===== config.mk =====
export PLATFORM = sky130hd
export DESIGN_NAME = rom_loader
export DESIGN_NICKNAME = d
export VERILOG_FILES = /design/src/rtl/rom_loader_pkg.sv /design/src/rtl/rom_region_decode.sv /design/src/rtl/rom_loader.sv
export SDC_FILE = /design/constraint.sdc
export NUM_CORES = 1
export LEC_CHECK = 0
export BUFFER_PORTS_ARGS = -buffer_cell sky130_fd_sc_hd__buf_2
export CAP_MARGIN = 20
export CORE_MARGIN = 3
export CORE_UTILIZATION = 40
export CTS_CLUSTER_DIAMETER = 30
export CTS_CLUSTER_SIZE = 10
export DETAILED_ROUTE_END_ITERATION = 8
export SYNTH_ARGS = -nofsm -noshare
export SYNTH_HDL_FRONTEND = slang
export SYNTH_SLANG_ARGS = --single-unit

===== constraint.sdc =====
create_clock -name clk_49m -period 3.45 [get_ports clk_49m]
set_input_delay 0.69 -clock clk_49m [delete_from_list [all_inputs] [get_ports clk_49m]]
set_output_delay 0.69 -clock clk_49m [all_outputs]
set_load 0.005 [all_outputs]

===== src/rtl/rom_loader_pkg.sv =====
// ---------------------------------------------------------------------------
// rom_loader_pkg
// Shared constants for the ROM loader: the region map (base/size per region,
// all sizes powers of two and bases size-aligned), the expected ROM image
// length, the hps_io download index codes and the loader FSM state type.
// ---------------------------------------------------------------------------
package rom_loader_pkg;

    localparam int RGN_MAX = 6;

    // Region map, contiguous from address 0.
    localparam logic [24:0] RGN_BASE [RGN_MAX] = '{
        25'h000_0000, 25'h000_1000, 25'h000_1800,
        25'h000_1C00, 25'h000_2000, 25'h000_2200
    };
    localparam logic [24:0] RGN_SIZE [RGN_MAX] = '{
        25'h000_1000, 25'h000_0800, 25'h000_0400,
        25'h000_0400, 25'h000_0200, 25'h000_0200
    };

    // Total number of ROM bytes a complete download must deliver.
    localparam logic [17:0] ROM_TOTAL = 18'h0_2400;

    // hps_io download index codes.
    localparam logic [7:0] IDX_ROM = 8'd0;
    localparam logic [7:0] IDX_CFG = 8'd1;
    localparam logic [7:0] IDX_DIP = 8'd254;

    typedef enum logic [1:0] {
        IDLE    = 2'd0,
        LOADING = 2'd1,
        DONE    = 2'd2,
        ERROR   = 2'd3
    } state_e;

    // True when addr lies in [base, base+size); 26-bit compare so the end
    // bound cannot wrap.
    function automatic logic in_region(input logic [24:0] addr,
                                       input logic [24:0] base,
                                       input logic [24:0] size);
        logic [25:0] end_addr;
        end_addr  = {1'b0, base} + {1'b0, size};
        in_region = ({1'b0, addr} >= {1'b0, base}) && ({1'b0, addr} < end_addr);
    endfunction

endpackage


===== src/rtl/rom_region_decode.sv =====
// ---------------------------------------------------------------------------
// rom_region_decode
// Combinational region decoder: maps a download address onto a one-hot region
// hit and the region-local address (addr - base, truncated to RGN_AW).
// Ports:
//   addr_i        in  25        download byte address
//   hit_o         out RGN_COUNT one-hot region hit (all zero = no region)
//   local_addr_o  out RGN_AW    address relative to the hit region's base
// ---------------------------------------------------------------------------
module rom_region_decode
    import rom_loader_pkg::*;
#(
    parameter int RGN_COUNT = 6,
    parameter int RGN_AW    = 16
) (
    input  logic [24:0]          addr_i,
    output logic [RGN_COUNT-1:0] hit_o,
    output logic [RGN_AW-1:0]    local_addr_o
);

    // Compare against every region; regions never overlap so at most one hits.
    always_comb begin
        hit_o        = '0;
        local_addr_o = '0;
        for (int k = 0; k < RGN_COUNT; k++) begin
            if (in_region(addr_i, RGN_BASE[k], RGN_SIZE[k])) begin
                hit_o[k]     = 1'b1;
                local_addr_o = RGN_AW'(addr_i - RGN_BASE[k]);
            end else begin
                hit_o[k] = 1'b0;
            end
        end
    end

endmodule


===== src/rtl/rom_loader.sv =====
// ---------------------------------------------------------------------------
// rom_loader
// Receives the hps_io download stream and splits the ROM image (index 0) into
// per-region write strobes, latches the core config byte (index 1) and the DIP
// bytes (index 254), and reports load status. The game core is held in reset
// until a complete, in-range image has been delivered.
//
// Optional feature: define ROM_LOADER_CHECKSUM_EN to accumulate a 16-bit
// wrapping sum of all counted ROM bytes on rom_sum; otherwise rom_sum is 0.
//
// Ports:
//   clk_49m         in   system clock (rising edge)
//   reset           in   asynchronous, active-low reset
//   ioctl_download  in   download in progress
//   ioctl_wr        in   byte strobe
//   ioctl_index     in   8   download index
//   ioctl_addr      in   25  byte address
//   ioctl_dout      in   8   byte data
//   rom_wr          out  RGN_COUNT one-hot region write strobe (1 cycle)
//   rom_addr        out  RGN_AW    region-local address
//   rom_data        out  8         write data
//   is_bootleg      out  2, is_japan out 1: config flags
//   dip_sw          out  24  DIP bytes {2,1,0}
//   core_hold       out  high unless a load completed cleanly
//   load_done       out  image complete; load_error out: load failed
//   rom_sum         out  16  ROM byte checksum
// ---------------------------------------------------------------------------
module rom_loader
    import rom_loader_pkg::*;
#(
    parameter int RGN_COUNT = 6,
    parameter int RGN_AW    = 16
) (
    input  logic                 clk_49m,
    input  logic                 reset,
    input  logic                 ioctl_download,
    input  logic                 ioctl_wr,
    input  logic [7:0]           ioctl_index,
    input  logic [24:0]          ioctl_addr,
    input  logic [7:0]           ioctl_dout,
    output logic [RGN_COUNT-1:0] rom_wr,
    output logic [RGN_AW-1:0]    rom_addr,
    output logic [7:0]           rom_data,
    output logic [1:0]           is_bootleg,
    output logic                 is_japan,
    output logic [23:0]          dip_sw,
    output logic                 core_hold,
    output logic                 load_done,
    output logic                 load_error,
    output logic [15:0]          rom_sum
);

    state_e                state_q, state_d;
    logic                  dl_q;
    logic [17:0]           cnt_q, cnt_d;
    logic                  ovf_q, ovf_d;
    logic [RGN_COUNT-1:0]  rom_wr_q;
    logic [RGN_AW-1:0]     rom_addr_q;
    logic [7:0]            rom_data_q;
    logic [1:0]            bootleg_q;
    logic                  japan_q;
    logic [23:0]           dip_q;

    logic [RGN_COUNT-1:0]  hit_s;
    logic [RGN_AW-1:0]     local_addr_s;
    logic                  fall_s;
    logic                  start_s;
    logic                  rom_byte_s;
    logic                  cfg_wr_s;
    logic                  dip_wr_s;

    rom_region_decode #(
        .RGN_COUNT (RGN_COUNT),
        .RGN_AW    (RGN_AW)
    ) u_decode (
        .addr_i       (ioctl_addr),
        .hit_o        (hit_s),
        .local_addr_o (local_addr_s)
    );

    assign fall_s  = dl_q & ~ioctl_download;
    assign start_s = ioctl_download & (ioctl_index == IDX_ROM);
    // A byte arriving in the same cycle the falling edge is seen still belongs
    // to this load, so it is counted before the terminal check.
    assign rom_byte_s = (state_q == LOADING) & ioctl_wr & (ioctl_index == IDX_ROM)
                      & (ioctl_download | fall_s);
    assign cfg_wr_s = ioctl_wr & (ioctl_index == IDX_CFG) & (ioctl_addr == 25'h0);
    assign dip_wr_s = ioctl_wr & (ioctl_index == IDX_DIP) & (ioctl_addr[24:3] == 22'h0);

    // Byte counter (saturating) and overflow flag; both clear on load entry.
    always_comb begin
        cnt_d = cnt_q;
        ovf_d = ovf_q;
        if ((state_q != LOADING) && start_s) begin
            cnt_d = 18'h0;
            ovf_d = 1'b0;
        end else if (rom_byte_s) begin
            cnt_d = (cnt_q == 18'h3_FFFF) ? cnt_q : (cnt_q + 18'd1);
            ovf_d = ovf_q | ~(|hit_s);
        end else begin
            cnt_d = cnt_q;
            ovf_d = ovf_q;
        end
    end

    // Next-state logic; the terminal decision uses the post-update count.
    always_comb begin
        state_d = state_q;
        case (state_q)
            IDLE, DONE, ERROR: begin
                if (start_s) begin
                    state_d = LOADING;
                end else begin
                    state_d = state_q;
                end
            end
            LOADING: begin
                if (fall_s) begin
                    state_d = ((cnt_d == ROM_TOTAL) && !ovf_d) ? DONE : ERROR;
                end else begin
                    state_d = LOADING;
                end
            end
            default: state_d = IDLE;
        endcase
    end

    // FSM state, download edge detector, counter and overflow registers.
    always_ff @(posedge clk_49m or negedge reset) begin
        if (!reset) begin
            state_q <= IDLE;
            dl_q    <= 1'b0;
            cnt_q   <= 18'h0;
            ovf_q   <= 1'b0;
        end else begin
            state_q <= state_d;
            dl_q    <= ioctl_download;
            cnt_q   <= cnt_d;
            ovf_q   <= ovf_d;
        end
    end

    // Registered region write port: one-cycle strobe, address/data held.
    always_ff @(posedge clk_49m or negedge reset) begin
        if (!reset) begin
            rom_wr_q   <= '0;
            rom_addr_q <= '0;
            rom_data_q <= 8'h00;
        end else begin
            rom_wr_q <= rom_byte_s ? hit_s : '0;
            if (rom_byte_s) begin
                rom_addr_q <= local_addr_s;
                rom_data_q <= ioctl_dout;
            end else begin
                rom_addr_q <= rom_addr_q;
                rom_data_q <= rom_data_q;
            end
        end
    end

    // Config and DIP latches; accepted in any state.
    always_ff @(posedge clk_49m or negedge reset) begin
        if (!reset) begin
            bootleg_q <= 2'b00;
            japan_q   <= 1'b0;
            dip_q     <= 24'h0;
        end else begin
            if (cfg_wr_s) begin
                bootleg_q <= ioctl_dout[1:0];
                japan_q   <= ioctl_dout[4];
            end else begin
                bootleg_q <= bootleg_q;
                japan_q   <= japan_q;
            end
            if (dip_wr_s) begin
                case (ioctl_addr[2:0])
                    3'd0:    dip_q[7:0]   <= ioctl_dout;
                    3'd1:    dip_q[15:8]  <= ioctl_dout;
                    3'd2:    dip_q[23:16] <= ioctl_dout;
                    default: dip_q        <= dip_q;
                endcase
            end else begin
                dip_q <= dip_q;
            end
        end
    end

`ifdef ROM_LOADER_CHECKSUM_EN
    logic [15:0] sum_q, sum_d;

    // Wrapping sum of counted bytes; cleared on entry, held after the load.
    always_comb begin
        sum_d = sum_q;
        if ((state_q != LOADING) && start_s) begin
            sum_d = 16'h0;
        end else if (rom_byte_s) begin
            sum_d = sum_q + {8'h00, ioctl_dout};
        end else begin
            sum_d = sum_q;
        end
    end

    // Checksum register.
    always_ff @(posedge clk_49m or negedge reset) begin
        if (!reset) begin
            sum_q <= 16'h0;
        end else begin
            sum_q <= sum_d;
        end
    end

    assign rom_sum = sum_q;
`else
    assign rom_sum = 16'h0000;
`endif

    assign rom_wr     = rom_wr_q;
    assign rom_addr   = rom_addr_q;
    assign rom_data   = rom_data_q;
    assign is_bootleg = bootleg_q;
    assign is_japan   = japan_q;
    assign dip_sw     = dip_q;
    assign core_hold  = (state_q != DONE);
    assign load_done  = (state_q == DONE);
    assign load_error = (state_q == ERROR);

endmodule

==> out/summary.md, run 1 <==
• result of the run: finished clean
• static power due to leakage: 2.77 nW
• clock tree from TritonCTS: done
• Via density: 5.63
• dominant register cell in the synthesized netlist: sky130_fd_sc_hd__dfrtp_1
• kind of end point of the critical path: register
• top achievable clock speed: 334 MHz
• total congestion overflow: 0
• final routed wire length divided by cell count: 17.8 µm
• CTS sink cnt: 79
• cell types occupying the most area after synthesis: sky130_fd_sc_hd__dfrtp_1 43%, sky130_fd_sc_hd__mux2_2 6.6%, sky130_fd_sc_hd__ha_1 4.9%
• arrival time of data at the critical path endpoint: 3.17 ns
• Reg area: 1980 µm²
• Synth Cell Area: 4620 µm²
• total of fill cells in the finished design: 1043
• number of I/O port buffers: 104
• Worst Tran Pin Value: 0.730 ns
• total of warnings raised by yosys: 0
• Synth Instances: 461
• most common cell in the netlist: sky130_fd_sc_hd__dfrtp_1
• global-route wire length before repair: 20600 µm
• maximum net fanout on the critical path: 17
• RSZ-0062 raised after global routing: no
• asr flop ratio synth: 1.00
• initial cell density of the core: 0.417
• via count: 4051
• maximum number of pins on one net before global-route repair: 80
• master cell of the clock root buffer: sky130_fd_sc_hd__clkbuf_16
• final wirelength: 12800 µm
• skew final: 0.00502 ns
• area share of the leading cell type in the synthesized netlist: 0.427
• Min-Delay Path Class: input pin to asynchronous set/reset pin
• dominant cell type by area after synthesis: sky130_fd_sc_hd__dfrtp_1
• library cells used by synthesis: 77
• biggest cell delay along the critical path: 0.61 ns
• syn avg cell area: 10.0 µm²
• pwr/cell area: 389 nW/µm²
• antenna violations before repair: 1
• Cells after DPL: 702
• pins over their slew limit: 0
• startpoint class of the critical path: register
• maximum vdd drop: 0.000355 V
• top-level port count: 121
• post-route fraction of the period consumed by the critical path: 0.867
• number of flip-flops and latches in the synthesized netlist: 79
• number of buffers created by CTS: 9
• Final Hold Viols: 0
• final cell utilization of the core: 0.511
• number of setup violations in the final report: 0
• number of global-route vias before repair: 3900
• area of the core: 11100 µm²
• PnR Total Power: 2.20 mW
• count of max-cap constraint violations: 0
• Setup Fix Bufs, Post-CTS: 0
• number of DRC markers after the initial detailed-route iteration: 217
• Bufs on Longest Clock Path: 2
• Skew-Pair Late Insertion Delay: 0.33 ns
• EDFF count, synth: 0
• layout overhead on the synthesized area: 22.3%
• remaining max-slew budget at the tightest pin: 0.511
• post_cts resized: 0
• HPWL reported at the end of detailed placement: 9640 µm
• Die Footprint: 12900 µm²
• clock slew at reported path FFs: 0.06 ns
• nets@finish: 637
• die outline height: 114 µm
• number of buffers inserted by hold repair at cts: 0
• remaining design rule violation count: 0
• aggregate negative setup slack: 0 ns
• overall fraction of global-route tracks in use: 0.202
• fraction of the yosys area taken by sequential cells: 0.427
• class of the most critical setup path: register to register
• area of the multi-input gates: 2450 µm²
• # H-tree levels: 3
• number of core rows: 38
• critical path, cell by cell: ha_1 -> inv_1 -> or4_4 -> o211ai_4 -> or4_1 -> a21oi_1 -> a2111oi_1 -> a31oi_1
• number of non-filler instances in the completed layout: 720
• DRT Pass-1 Iters: 5
• worst endpoint required time: 3.63 ns
• routability cong.: 0.948
• min cycle time layout: 2.99 ns
• library cell contributing the largest single delay on the critical path: sky130_fd_sc_hd__or4_4
• fraction of layout cells with a size suffix above 1: 0.323
• Die X: 114 µm
• most numerous cell types in the synthesized netlist: 79 x sky130_fd_sc_hd__dfrtp_1, 52 x sky130_fd_sc_hd__nand2_1, 27 x sky130_fd_sc_hd__mux2_2
• antenna violation net count after detailed routing: 0
path summary, 6_finish.rpt:
kind | to | depth (start not counted) | startpoint | slack, ns
max in group asynchronous | rom_addr[11] | 2 | reset | 2.69
max reg2reg | state_q[0] | 8 | cnt_q[0] | 0.46
min reg2reg | rom_data[0] | 2 | rom_data[0] | 0.47
min | rom_addr[13] | 1 | reset | 0.18
min in group clk_49m | rom_data[0] | 2 | rom_data[0] | 0.47
max | state_q[0] | 8 | cnt_q[0] | 0.46
layer usage:
metal | track usage | vias up | wire length, µm
li1 | - | 1903 | -
met1 | 0.276 | 1965 | 5550
met2 | 0.324 | 160 | 6150
met3 | 0.0302 | 23 | 814
met4 | 0.0761 | 0 | 302
met5 | 0 | - | 0
per-stage QoR:
stage / setup slack (ns) / instance area [µm²] / hold slack (ns)
2_1_floorplan: 0.650 / 4680 / 0.394
3_3_place_gp: 0.352 / 5280 / 0.454
3_5_place_dp: 0.276 / 5280 / 0.463
4_1_cts: 0.430 / 5630 / 0.478
5_1_grt: 0.296 / 5660 / 0.185
6_report: 0.459 / 5660 / 0.181
where the power goes:
part	internal (mW)	switching, mW	total, mW
Sequential	0.934	0.00806	0.942
Combinational	0.0643	0.105	0.169
Clock	0.712	0.380	1.09
cell usage in the layout, fill, tap and decap left out, types with 4 or more instances in the layout:
master,n
sky130_fd_sc_hd__a21oi_1,20
sky130_fd_sc_hd__a22o_1,9
sky130_fd_sc_hd__a31oi_1,6
sky130_fd_sc_hd__and2_1,5
sky130_fd_sc_hd__and3_1,4
sky130_fd_sc_hd__buf_2,103
sky130_fd_sc_hd__buf_4,15
sky130_fd_sc_hd__clkbuf_16,9
sky130_fd_sc_hd__conb_1,16
sky130_fd_sc_hd__dfrtp_1,79
sky130_fd_sc_hd__ha_1,18
sky130_fd_sc_hd__inv_1,14
sky130_fd_sc_hd__mux2_2,27
sky130_fd_sc_hd__nand2_1,52
sky130_fd_sc_hd__nand2b_1,4
sky130_fd_sc_hd__nand3_1,15
sky130_fd_sc_hd__nand4_1,16
sky130_fd_sc_hd__nor2_1,26
sky130_fd_sc_hd__nor3_1,11
sky130_fd_sc_hd__nor4_1,8
sky130_fd_sc_hd__o211ai_1,7
sky130_fd_sc_hd__o21ai_0,14
sky130_fd_sc_hd__o31ai_1,10
sky130_fd_sc_hd__or4_1,5
sky130_fd_sc_hd__xnor2_1,12
registers in the layout, summed over array words and instances, names as in the netlist, 2 cells and up:
signal / flops
cnt_q: 18
dip_sw: 24
is_bootleg: 2
rom_addr: 16
rom_data: 8
rom_wr: 6
state_q: 2
critical path, delay by kind of cell, from the launching register on:
family / cells / cell delay [ns]
AO/OA/AOI/OAI: 4 / 1.19
AND/OR/NAND/NOR: 2 / 0.79
flip-flops: 1 / 0.41
adder cells (fa/ha/maj): 1 / 0.27
buffers and inverters: 1 / 0.17
logic make-up (layout without fill, tap and decap cells):
family                   Yosys count  after routing  share of synthesized area
AO/OA/AOI/OAI                     90             90                      0.139
XOR/XNOR                          13             13                     0.0246
adder cells (fa/ha/maj)           18             18                     0.0487
buffers and inverters             46            149                     0.0549
flip-flops                        79             79                      0.427
multiplexers                      28             28                     0.0679
other                              1             17                   0.000811
AND/OR/NAND/NOR                  186            186                      0.237
area by class of cell:
cell class,instances,share of cell area
inverter,14,0.00929
multi-input combinational,351,0.433
antenna,1,0.000442
sequential,79,0.349
clock buffer,10,0.0405
clock inverter,6,0.0206
timing repair buffer,119,0.116
tap,140,0.0310
No activity file was read; power rests on OpenSTA's default activity.
==> run 2: changes to the inputs <==
- ABC_CLOCK_PERIOD_IN_PS: unset -> 3450
- CELL_PAD_IN_SITES_DETAIL_PLACEMENT: unset -> 1
- CELL_PAD_IN_SITES_GLOBAL_PLACEMENT: unset -> 2
- CORE_UTILIZATION: 40 -> 35
- PLACE_DENSITY_LB_ADDON: unset -> 0.1
==> out/summary.md, run 2 (synthesis results as in run 1) <==
• Final Hold Viols: 0
• number of setup violations in the final report: 0
• number of global-route vias before repair: 4107
• depth of the critical timing path with buffers and inverters included: 9
• Worst Tran Pin Value: 0.615 ns
• kind of end point of the critical path: register
• startpoint of the most critical register-to-register path: cnt_q[0]
• Skew-Pair Late Insertion Delay: 0.34 ns
• pwr/cell area: 361 nW/µm²
• commonest cells after routing, fill and taps aside: 103 x sky130_fd_sc_hd__buf_2, 79 x sky130_fd_sc_hd__dfrtp_1, 52 x sky130_fd_sc_hd__nand2_1, 27 x sky130_fd_sc_hd__mux2_2, 26 x sky130_fd_sc_hd__nor2_1
• area of the core: 12800 µm²
• master cell of the clock root buffer: sky130_fd_sc_hd__clkbuf_16
• count of max-cap constraint violations: 0
• DRT Pass-1 Iters: 4
• class of the most critical setup path: register to register
• maximum number of pins on one net before global-route repair: 80
• initial cell density of the core: 0.362
• pins over their slew limit: 0
• total congestion overflow: 0
• library cell contributing the largest single delay on the critical path: sky130_fd_sc_hd__or4_4
• Die X: 121 µm
• die outline height: 121 µm
• maximum vdd drop: 0.000230 V
• number of core rows: 41
• number of flip-flops in the largest register: 24
• source of the critical timing path: cnt_q[0]
• startpoint class of the critical path: register
• Via density: 5.36
• clock tree from TritonCTS: done
• Top Family by Delay on Critical Path: compound AO/OA/AOI/OAI gates
• clock slew at reported path FFs: 0.06 ns
• # H-tree levels: 3
• biggest cell delay along the critical path: 0.62 ns
• Min-Delay Path Class: input pin to asynchronous set/reset pin
• aggregate negative setup slack: 0 ns
• via count: 4050
• number of DRC markers after the initial detailed-route iteration: 229
• post_cts resized: 0
• number of I/O port buffers: 104
• remaining design rule violation count: 0
• Worst Reg-to-Reg Cells: 9
• HPWL reported at the end of detailed placement: 11100 µm
• fraction of layout cells with a size suffix above 1: 0.329
• layout overhead on the synthesized area: 22.8%
• overall fraction of global-route tracks in use: 0.200
• min cycle time layout: 3.02 ns
• Die Footprint: 14600 µm²
• CTS sink cnt: 79
• worst hold slack: 0.223 ns
• skew final: 0.00903 ns
• top-level port count: 121
• maximum net fanout on the critical path: 17
• final wirelength: 14300 µm
• antenna violations before repair: 0
• Bufs on Longest Clock Path: 2
• nets@finish: 642
• critical path, cell by cell: ha_1 -> inv_1 -> or4_4 -> o211ai_4 -> or4_1 -> a21oi_1 -> a2111oi_1 -> buf_4 -> a31oi_1
• post-route fraction of the period consumed by the critical path: 0.875
• arrival time of data at the critical path endpoint: 3.24 ns
• post-route worst setup slack: 0.430 ns
• static power due to leakage: 2.77 nW
• RSZ-0062 raised after global routing: no
• remaining max-slew budget at the tightest pin: 0.589
• number of buffers inserted by hold repair at cts: 0
• worst endpoint required time: 3.67 ns
• routability cong.: 0.888
• result of the run: finished clean
• final routed wire length divided by cell count: 18.9 µm
• Post-Place Setup Slack: 0.192 ns
• capture point of the worst reg-to-reg path: state_q[0]
• final cell utilization of the core: 0.445
• reg-to-reg slack, setup: 0.43 ns
• global-route wire length before repair: 22700 µm
• Critical path buffers and inverters: 2
• number of buffers created by CTS: 9
• most common library cell in the layout ignoring fill and taps: sky130_fd_sc_hd__buf_2
• Setup Fix Bufs, Post-CTS: 0
• top achievable clock speed: 331 MHz
• total inserted antenna cells: 0
• end of the critical path: state_q[0]
• antenna violation net count after detailed routing: 0
[run 2: cell count changes in the layout (fill, tap and decap cells not counted)]
| cell | previous run | this run |
|---|---|---|
| sky130_fd_sc_hd__buf_4 | 15 | 20 |
| sky130_fd_sc_hd__bufinv_16 | 3 | 1 |
| sky130_fd_sc_hd__clkinv_2 | 0 | 3 |
| sky130_fd_sc_hd__clkinv_4 | 2 | 1 |
| sky130_fd_sc_hd__clkinvlp_4 | 0 | 1 |
| sky130_fd_sc_hd__diode_2 | 1 | 0 |
| sky130_fd_sc_hd__inv_6 | 1 | 0 |
[run 2: power breakdown]
part / internal, mW / leakage [nW] / switching [mW]
sequential: 0.934 / 1.09 / 0.00820
clock: 0.558 / 0.142 / 0.378
combinational: 0.0653 / 1.53 / 0.107
total: 1.56 / 2.77 / 0.492
[run 2: cell type report]
cell class | count | area [µm²]
clock buffers | 10 | 229
repair buffers | 124 | 693
fillers | 1478 | 7100
flip-flops and latches | 79 | 1980
inverters | 14 | 52.6
well taps | 172 | 215
clock inverters | 6 | 61.3
multi-input cells | 351 | 2450
[run 2: worst reg2reg max path: stages, from the launching register on]
cell                        delay (ns)
sky130_fd_sc_hd__dfrtp_1          0.42
sky130_fd_sc_hd__ha_1             0.24
sky130_fd_sc_hd__inv_1            0.16
sky130_fd_sc_hd__or4_4            0.62
sky130_fd_sc_hd__o211ai_4         0.46
sky130_fd_sc_hd__or4_1            0.20
sky130_fd_sc_hd__a21oi_1          0.09
sky130_fd_sc_hd__a2111oi_1        0.45
sky130_fd_sc_hd__buf_4            0.19
sky130_fd_sc_hd__a31oi_1          0.06
[run 2: metal layers]
| layer | global-route usage | up-vias | wire [µm] |
|---|---|---|---|
| met5 | 0 | - | 0 |
| met4 | 0.0581 | 0 | 213 |
| met3 | 0.0382 | 12 | 789 |
| met2 | 0.312 | 119 | 6570 |
| met1 | 0.282 | 2018 | 6740 |
| li1 | - | 1901 | - |
[run 2: how the worst min path moves through the flow]
stage / start / end / slack, ns / depth (start not counted)
floorplan: reset / cnt_q[0] / 0.39 / 0
global placement: rom_data[3] / rom_data[3] / 0.46 / 2
detailed placement: rom_data[1] / rom_data[1] / 0.46 / 2
CTS: rom_data[1] / rom_data[1] / 0.47 / 2
global route: reset / cnt_q[10] / 0.23 / 1
finish: reset / cnt_q[8] / 0.22 / 1
[run 2: through the flow]
step	instances	total power [mW]	instance area (µm²)
after CTS	755	2.08	5650
after global routing	756	2.15	5680
after floorplan	476	1.04	4680
final	756	2.05	5680
after global placement	739	1.13	5360
after detailed placement	739	1.13	5360
